**src/rtl/hazard_bubble_ctrl.sv**
```systemverilog
// Load-use hazard detector and bubble inserter between Control and ID/EX.
// Optional perf counters (bubble_cnt_o, memstall_cnt_o) are built when HAZARD_PERF_EN is defined.
module hazard_bubble_ctrl #(
  parameter int                CTRL_W     = 8,
  parameter logic [CTRL_W-1:0] BUBBLE_VAL = {CTRL_W{1'b0}},
  parameter int                LOAD_LAT   = 1,
  parameter int                REG_AW     = 5
) (
  input  logic              clk_i,
  input  logic              rst_i,
  input  logic [CTRL_W-1:0] ctrl_i,
  input  logic [REG_AW-1:0] id_rs1_i,
  input  logic [REG_AW-1:0] id_rs2_i,
  input  logic              ex_memread_i,
  input  logic [REG_AW-1:0] ex_rd_i,
  input  logic              mem_stall_i,
  input  logic              flush_i,
  output logic [CTRL_W-1:0] ctrl_o,
  output logic              pc_write_o,
  output logic              ifid_write_o,
  output logic              ifid_flush_o,
  output logic              pipe_stall_o,
  output logic              bubble_o
`ifdef HAZARD_PERF_EN
  ,
  output logic [31:0]       bubble_cnt_o,
  output logic [31:0]       memstall_cnt_o
`endif
);

  localparam int CNT_W = $clog2(LOAD_LAT + 1);

  typedef enum logic [0:0] {RUN = 1'b0, BUBBLE = 1'b1} state_t;

  state_t           state;
  state_t           state_nxt;
  logic [CNT_W-1:0] cnt;
  logic [CNT_W-1:0] cnt_nxt;
  logic             hz;

  assign hz = ex_memread_i & (ex_rd_i != {REG_AW{1'b0}}) &
              ((ex_rd_i == id_rs1_i) | (ex_rd_i == id_rs2_i));

  // State and remaining-bubble counter
  always_ff @(posedge clk_i or negedge rst_i) begin
    if (!rst_i) begin
      state <= RUN;
      cnt   <= {CNT_W{1'b0}};
    end else begin
      state <= state_nxt;
      cnt   <= cnt_nxt;
    end
  end

  // Next state: a data-cache stall freezes the FSM without consuming count
  always_comb begin
    state_nxt = state;
    cnt_nxt   = cnt;
    if (!mem_stall_i) begin
      case (state)
        RUN: begin
          if (hz && (LOAD_LAT > 1)) begin
            state_nxt = BUBBLE;
            cnt_nxt   = CNT_W'(LOAD_LAT - 1);
          end else begin
            state_nxt = RUN;
          end
        end
        BUBBLE: begin
          cnt_nxt = cnt - CNT_W'(1);
          if (cnt <= CNT_W'(1)) begin
            state_nxt = RUN;
          end else begin
            state_nxt = BUBBLE;
          end
        end
        default: begin
          state_nxt = RUN;
          cnt_nxt   = {CNT_W{1'b0}};
        end
      endcase
    end else begin
      state_nxt = state;
    end
  end

  // Outputs: reset forces the safe bundle, stall outranks bubble, bubble outranks flush
  always_comb begin
    ctrl_o       = BUBBLE_VAL;
    pc_write_o   = 1'b0;
    ifid_write_o = 1'b0;
    ifid_flush_o = 1'b0;
    pipe_stall_o = 1'b0;
    bubble_o     = 1'b0;
    if (!rst_i) begin
      ctrl_o = BUBBLE_VAL;
    end else if (mem_stall_i) begin
      ctrl_o       = ctrl_i;
      pipe_stall_o = 1'b1;
    end else begin
      bubble_o     = (state == BUBBLE) | hz;
      ctrl_o       = bubble_o ? BUBBLE_VAL : ctrl_i;
      pc_write_o   = ~bubble_o;
      ifid_write_o = ~bubble_o;
      ifid_flush_o = flush_i & ~bubble_o;
    end
  end

`ifdef HAZARD_PERF_EN
  // Free-running wrap-around event counters
  always_ff @(posedge clk_i or negedge rst_i) begin
    if (!rst_i) begin
      bubble_cnt_o   <= 32'd0;
      memstall_cnt_o <= 32'd0;
    end else begin
      bubble_cnt_o   <= bubble_cnt_o + {31'd0, bubble_o};
      memstall_cnt_o <= memstall_cnt_o + {31'd0, mem_stall_i};
    end
  end
`endif

endmodule

```
**config.mk**
```make
export PLATFORM = sky130hd
export DESIGN_NAME = hazard_bubble_ctrl
export DESIGN_NICKNAME = d
export VERILOG_FILES = /design/src/rtl/hazard_bubble_ctrl.sv
export SDC_FILE = /design/constraint.sdc
export NUM_CORES = 1
export LEC_CHECK = 0
export ABC_CLOCK_PERIOD_IN_PS = 3050
export BUFFER_PORTS_ARGS = -buffer_cell sky130_fd_sc_hd__buf_2
export CAP_MARGIN = 20
export CORE_AREA = 2 2 39 41
export DETAILED_ROUTE_END_ITERATION = 10
export DIE_AREA = 0 0 41 43
export PLACE_DENSITY = 0.57
export SLEW_MARGIN = 30
export SYNTH_ARGS = -nofsm -noshare
export SYNTH_HDL_FRONTEND = slang
export SYNTH_SLANG_ARGS = --single-unit
```
**constraint.sdc**
```tcl
create_clock -name clk_i -period 3.05 [get_ports clk_i]
set_input_delay 0.1525 -clock clk_i [delete_from_list [all_inputs] [get_ports clk_i]]
set_output_delay 0.1525 -clock clk_i [all_outputs]
set_load 0.02 [all_outputs]
```
### Word-level counts from Yosys, hierarchy flattened

Index checks and enable logic that the tools add are counted.

| cells by class | value |
|---|---|
| add/sub/neg operators | 1 |
| $lt $le $gt $ge | 1 |
| equality and inequality tests | 2 |
| multiplexer cells | 13 |
| bitwise logic cells | 8 |
| reductions and logical operators | 2 |

Operator list:

| kind | number |
|---|---|
| $mux 8 | 3 |
| $eq 5x5->1 | 2 |
| $mux 1 | 9 |
| $reduce_bool 5->1 | 1 |
| $and 1x1->1 | 3 |
| $not 1->1 | 3 |
| $or 1x1->1 | 2 |
| $pmux 1 s2 | 1 |
| $reduce_and 2->1 | 1 |
| $le 1x1->1 const B | 1 |
| $sub 1x1->1 const B | 1 |

| word-level totals | value |
|---|---|
| register bits | 2 |
| input bits | 28 |
| output and inout port bits | 13 |
| word-level logic and storage cells | 29 |

### Longest topological paths before layout

| depth | value |
|---|---|
| depth in word-level cells | 8 |
| gate-level depth with buffers | 6 |
| gate-level depth less buffers | 4 |

### Least setup slack after synthesis

OpenSTA, ideal clock, no wires.

| timing path | value |
|---|---|
| path kind | input to output |
| start point | input port ex_rd_i[1] |
| end point | output port pc_write_o |
| arrival time | 1.518 ns |
| data required time | 2.897 ns |
| path slack | 1.380 ns |
| stages on the path | 4 |
| path buffers | 1 |
| path through | or4_4 > o21a_1 > a21oi_1 > buf_4 |

| between the ends | value |
|---|---|
| word-level cells in the longest chain between the ends | 7 |
| elaborated cells on any way between the ends | 10 |
| those cells by class | 2 x eq/ne; 2 x mux; 5 x bitwise; 1 x reduce/logical |

RTL lines:

| what | line | text |
|---|---|---|
| start: declaration | 15 | `input logic [REG_AW-1:0] ex_rd_i,` |
| $eq 5x5->1 / $reduce_bool 5->1 (equally long branches) | 42, 41 |  |
| $or 1x1->1 / $and 1x1->1 (equally long branches) | 42, 41 |  |
| $and 1x1->1 * | 41 | `assign hz = ex_memread_i & (ex_rd_i != {REG_AW{1'b0}}) &` |
| $or 1x1->1 * | 101 | `bubble_o = (state == BUBBLE) \| hz;` |
| $not 1->1 * | - |  |
| $mux 1 * (2 in series) | - |  |
| end: declaration | 19 | `output logic pc_write_o,` |

Mark *: on every way between the ends. The rest lies on a longest branch, timed or not.

### Worst setup path after layout

| timing path | value |
|---|---|
| start point | input port ex_rd_i[0] |
| end point | output port bubble_o |

| between the ends | value |
|---|---|
| word-level cells in the longest chain between the ends | 6 |
| elaborated cells on any way between the ends | 9 |
| those cells by class | 2 x eq/ne; 2 x mux; 4 x bitwise; 1 x reduce/logical |

RTL lines:

| what | line | text |
|---|---|---|
| $eq 5x5->1 / $reduce_bool 5->1 (equally long branches) | 42, 41 |  |
| $or 1x1->1 / $and 1x1->1 (equally long branches) | 42, 41 |  |
| $and 1x1->1 * | 41 |  |
| $or 1x1->1 * | 101 |  |
| $mux 1 * | 97 | `end else if (mem_stall_i) begin` |
| $mux 1 * | 95 | `if (!rst_i) begin` |
| end: declaration | 23 | `output logic bubble_o` |

Marks and branches as above.

==> impl_metrics.py <==
metrics = {
    "clock_tree": {
        "cts_hold_buf": 0,
        "ctsResizeCount": 0,
        "post_cts_buffers": 0,
    },
    "sta": {
        "max_clock_freq_mhz": 559,
        "grt_setup_unrepaired": "no",
        "setup_viol": 0,
        "tightest_slew_ps": 832,
        "finalHoldViolCount": 0,
        "fin_crit_ps": 1790,
        "slew_viol_final": 0,
        "holdWs_ps": 625,
        "tns_ps": 0,
        "fin_crit_sh_pct": 58.6,
        "slew_headroom_pct": 44.5,
    },
    "placed_design": {
        "port_buffers": 40,
        "dp.cells": 97,
        "place.gp.congestion": 0.663,
    },
    "routing": {
        "drc_errors": 0,
        "vias": 430,
        "firstDrtPassIters": 2,
        "via_per_inst": 4.43,
        "wl_per_cell_um": 8.72,
        "detail-route-antenna-nets": 0,
        "drt_iter0_markers": 2,
        "routed_wl_um": 846,
    },
    "global_routing": {
        "grt_usage_pct": 10.5,
        "grt_max_degree": 12,
        "globalRouteOverflowTotal": 0,
        "grt_pass1_wl_mm": 1.39,
        "grt_pass1_vias": 368,
        "antenna_found_initial": 0,
    },
    "critical_path": {
        "cpPeakStageDelay_ps": 660,
        "cp.required_ps": 2900,
        "critPathBufInv": 2,
        "cp_slowest_cell": "o22ai_1",
        "endpoint_kind": "output pin",
        "crit_family": "compound AO/OA/AOI/OAI gates",
        "worstSetupStartpointType": "input pin",
        "crit_arrival_ps": 1640,
        "critPathKind": "in2out",
        "critPathMaxFanout": 11,
        "crit_chain": "buf_2 > xnor2_1 > nand3_1 > o22ai_1 > nor3b_1 > buf_2",
        "crit_top_cell": "buf_2",
    },
    "floorplan": {
        "start_util_pct": 19.7,
        "die_y_um": 43,
        "io_pins": 41,
        "rows": 14,
        "die_w_um": 41,
        "core_mm2": 0.00138,
        "dieArea_mm2": 0.00176,
    },
    "final_layout": {
        "antenna_cells": 0,
        "fin_cells": 97,
        "area_growth_pct": 74.8,
        "drive_above_1_share_pct": 54.3,
        "fillers": 157,
        "seq_cell_count": 0,
        "regArea_um2": 0,
        "num-clock-buffers": 0,
        "final_util_pct": 34.4,
        "fin_nets": 111,
    },
    "min_path": {
        "hold_path_class": "in2out",
    },
    "yosys": {
        "synthCells": 44,
        "syn_area_um2": 273,
        "syn_avg_cell_area_um2": 6.20,
        "ys_seq_area_share_pct": 0,
        "syn-num-nets": 72,
        "synth_cell_types": 17,
        "ys.warnings.count": 0,
    },
    "power": {
        "leakage_nw": 0.256,
        "irDropWorstVdd_uv": 50.2,
        "power_density_mw_per_mm2": 154,
        "total_power_w": 0.0000733,
    },
    "run": {
        "drv_cap": 0,
    },
    "status": {
        "status": "complete, no violations",
    },
}
-- power by group --
group          switching [W]  internal [W]  total [W]
combinational      0.0000393     0.0000340  0.0000733
clock                      0             0          0
sequential                 0             0          0
total              0.0000393     0.0000340  0.0000733
-- through the flow --
stage | worst slack, ps | area [um^2]
5_1_grt | 1090 | 477
4_1_cts | 1240 | 477
3_5_place_dp | 1250 | 477
6_report | 1260 | 477
3_3_place_gp | 1290 | 477
2_1_floorplan | 1380 | 273
-- worst min-delay path, cell delays in order --
cell and delay (ps):
buf_2 100, nand2_1 40, a21oi_1 30, buf_2 150
-- metal layers --
layer,vias to the layer above,routed length (um),global-route usage (%)
met4,0,0,0
met1,180,334,14.6
met2,28,412,18.4
met5,-,0,0
li1,222,-,-
met3,0,100,0
-- layout by cell type, fill, tap and decap left out --
cell type / synthesis / routed
and2_1: 1 / 1
o22ai_1: 1 / 1
nor2_2: 1 / 1
nand3_1: 2 / 2
buf_2: 1 / 40
nand2_1: 10 / 10
o21ai_2: 1 / 1
a211oi_2: 1 / 1
a21oi_1: 9 / 9
or4_4: 1 / 1
inv_1: 1 / 1
o21a_1: 1 / 1
nand2b_1: 1 / 1
nor3b_1: 1 / 1
xnor2_1: 10 / 10
-- synth_stat cells --
cell | n | share of area, %
a211oi_2 | 1 | 4.6
nor2_2 | 1 | 2.3
nand2_1 | 10 | 14
o22ai_1 | 1 | 2.3
nand3_1 | 2 | 3.7
or4_4 | 1 | 4.1
clkbuf_1 | 1 | 1.4
and2_1 | 1 | 2.3
o21ai_2 | 1 | 3.2
nor3b_1 | 1 | 2.8
nand2b_1 | 1 | 2.3
xnor2_1 | 10 | 32
buf_2 | 1 | 1.8
inv_1 | 1 | 1.4
buf_4 | 1 | 2.8
a21oi_1 | 9 | 17
o21a_1 | 1 | 2.8
-- layout make-up --
| type | count | area [um^2] | area share [%] |
|---|---|---|---|
| Tap cell | 16 | 20.0 | 4.20 |
| Timing Repair Buffer | 40 | 200 | 42.0 |
| Multi-Input combinational cell | 40 | 253 | 53.0 |
| Inverter | 1 | 3.75 | 0.787 |
-- final timing paths --
check	slack, ps	cells after the start	from	to
worst max-delay path	1260	6	ex_rd_i[0]	bubble_o
worst min-delay path	630	4	ctrl_i[2]	ctrl_o[2]
-- logic make-up after synthesis --
| family | count (synthesis) | share of synthesized area, % |
|---|---|---|
| AO/OA/AOI/OAI | 13 | 29.4 |
| XOR/XNOR | 10 | 32.1 |
| buffers and inverters | 4 | 7.34 |
| AND/OR/NAND/NOR | 17 | 31.2 |
No activity file was read; power rests on OpenSTA's default activity.
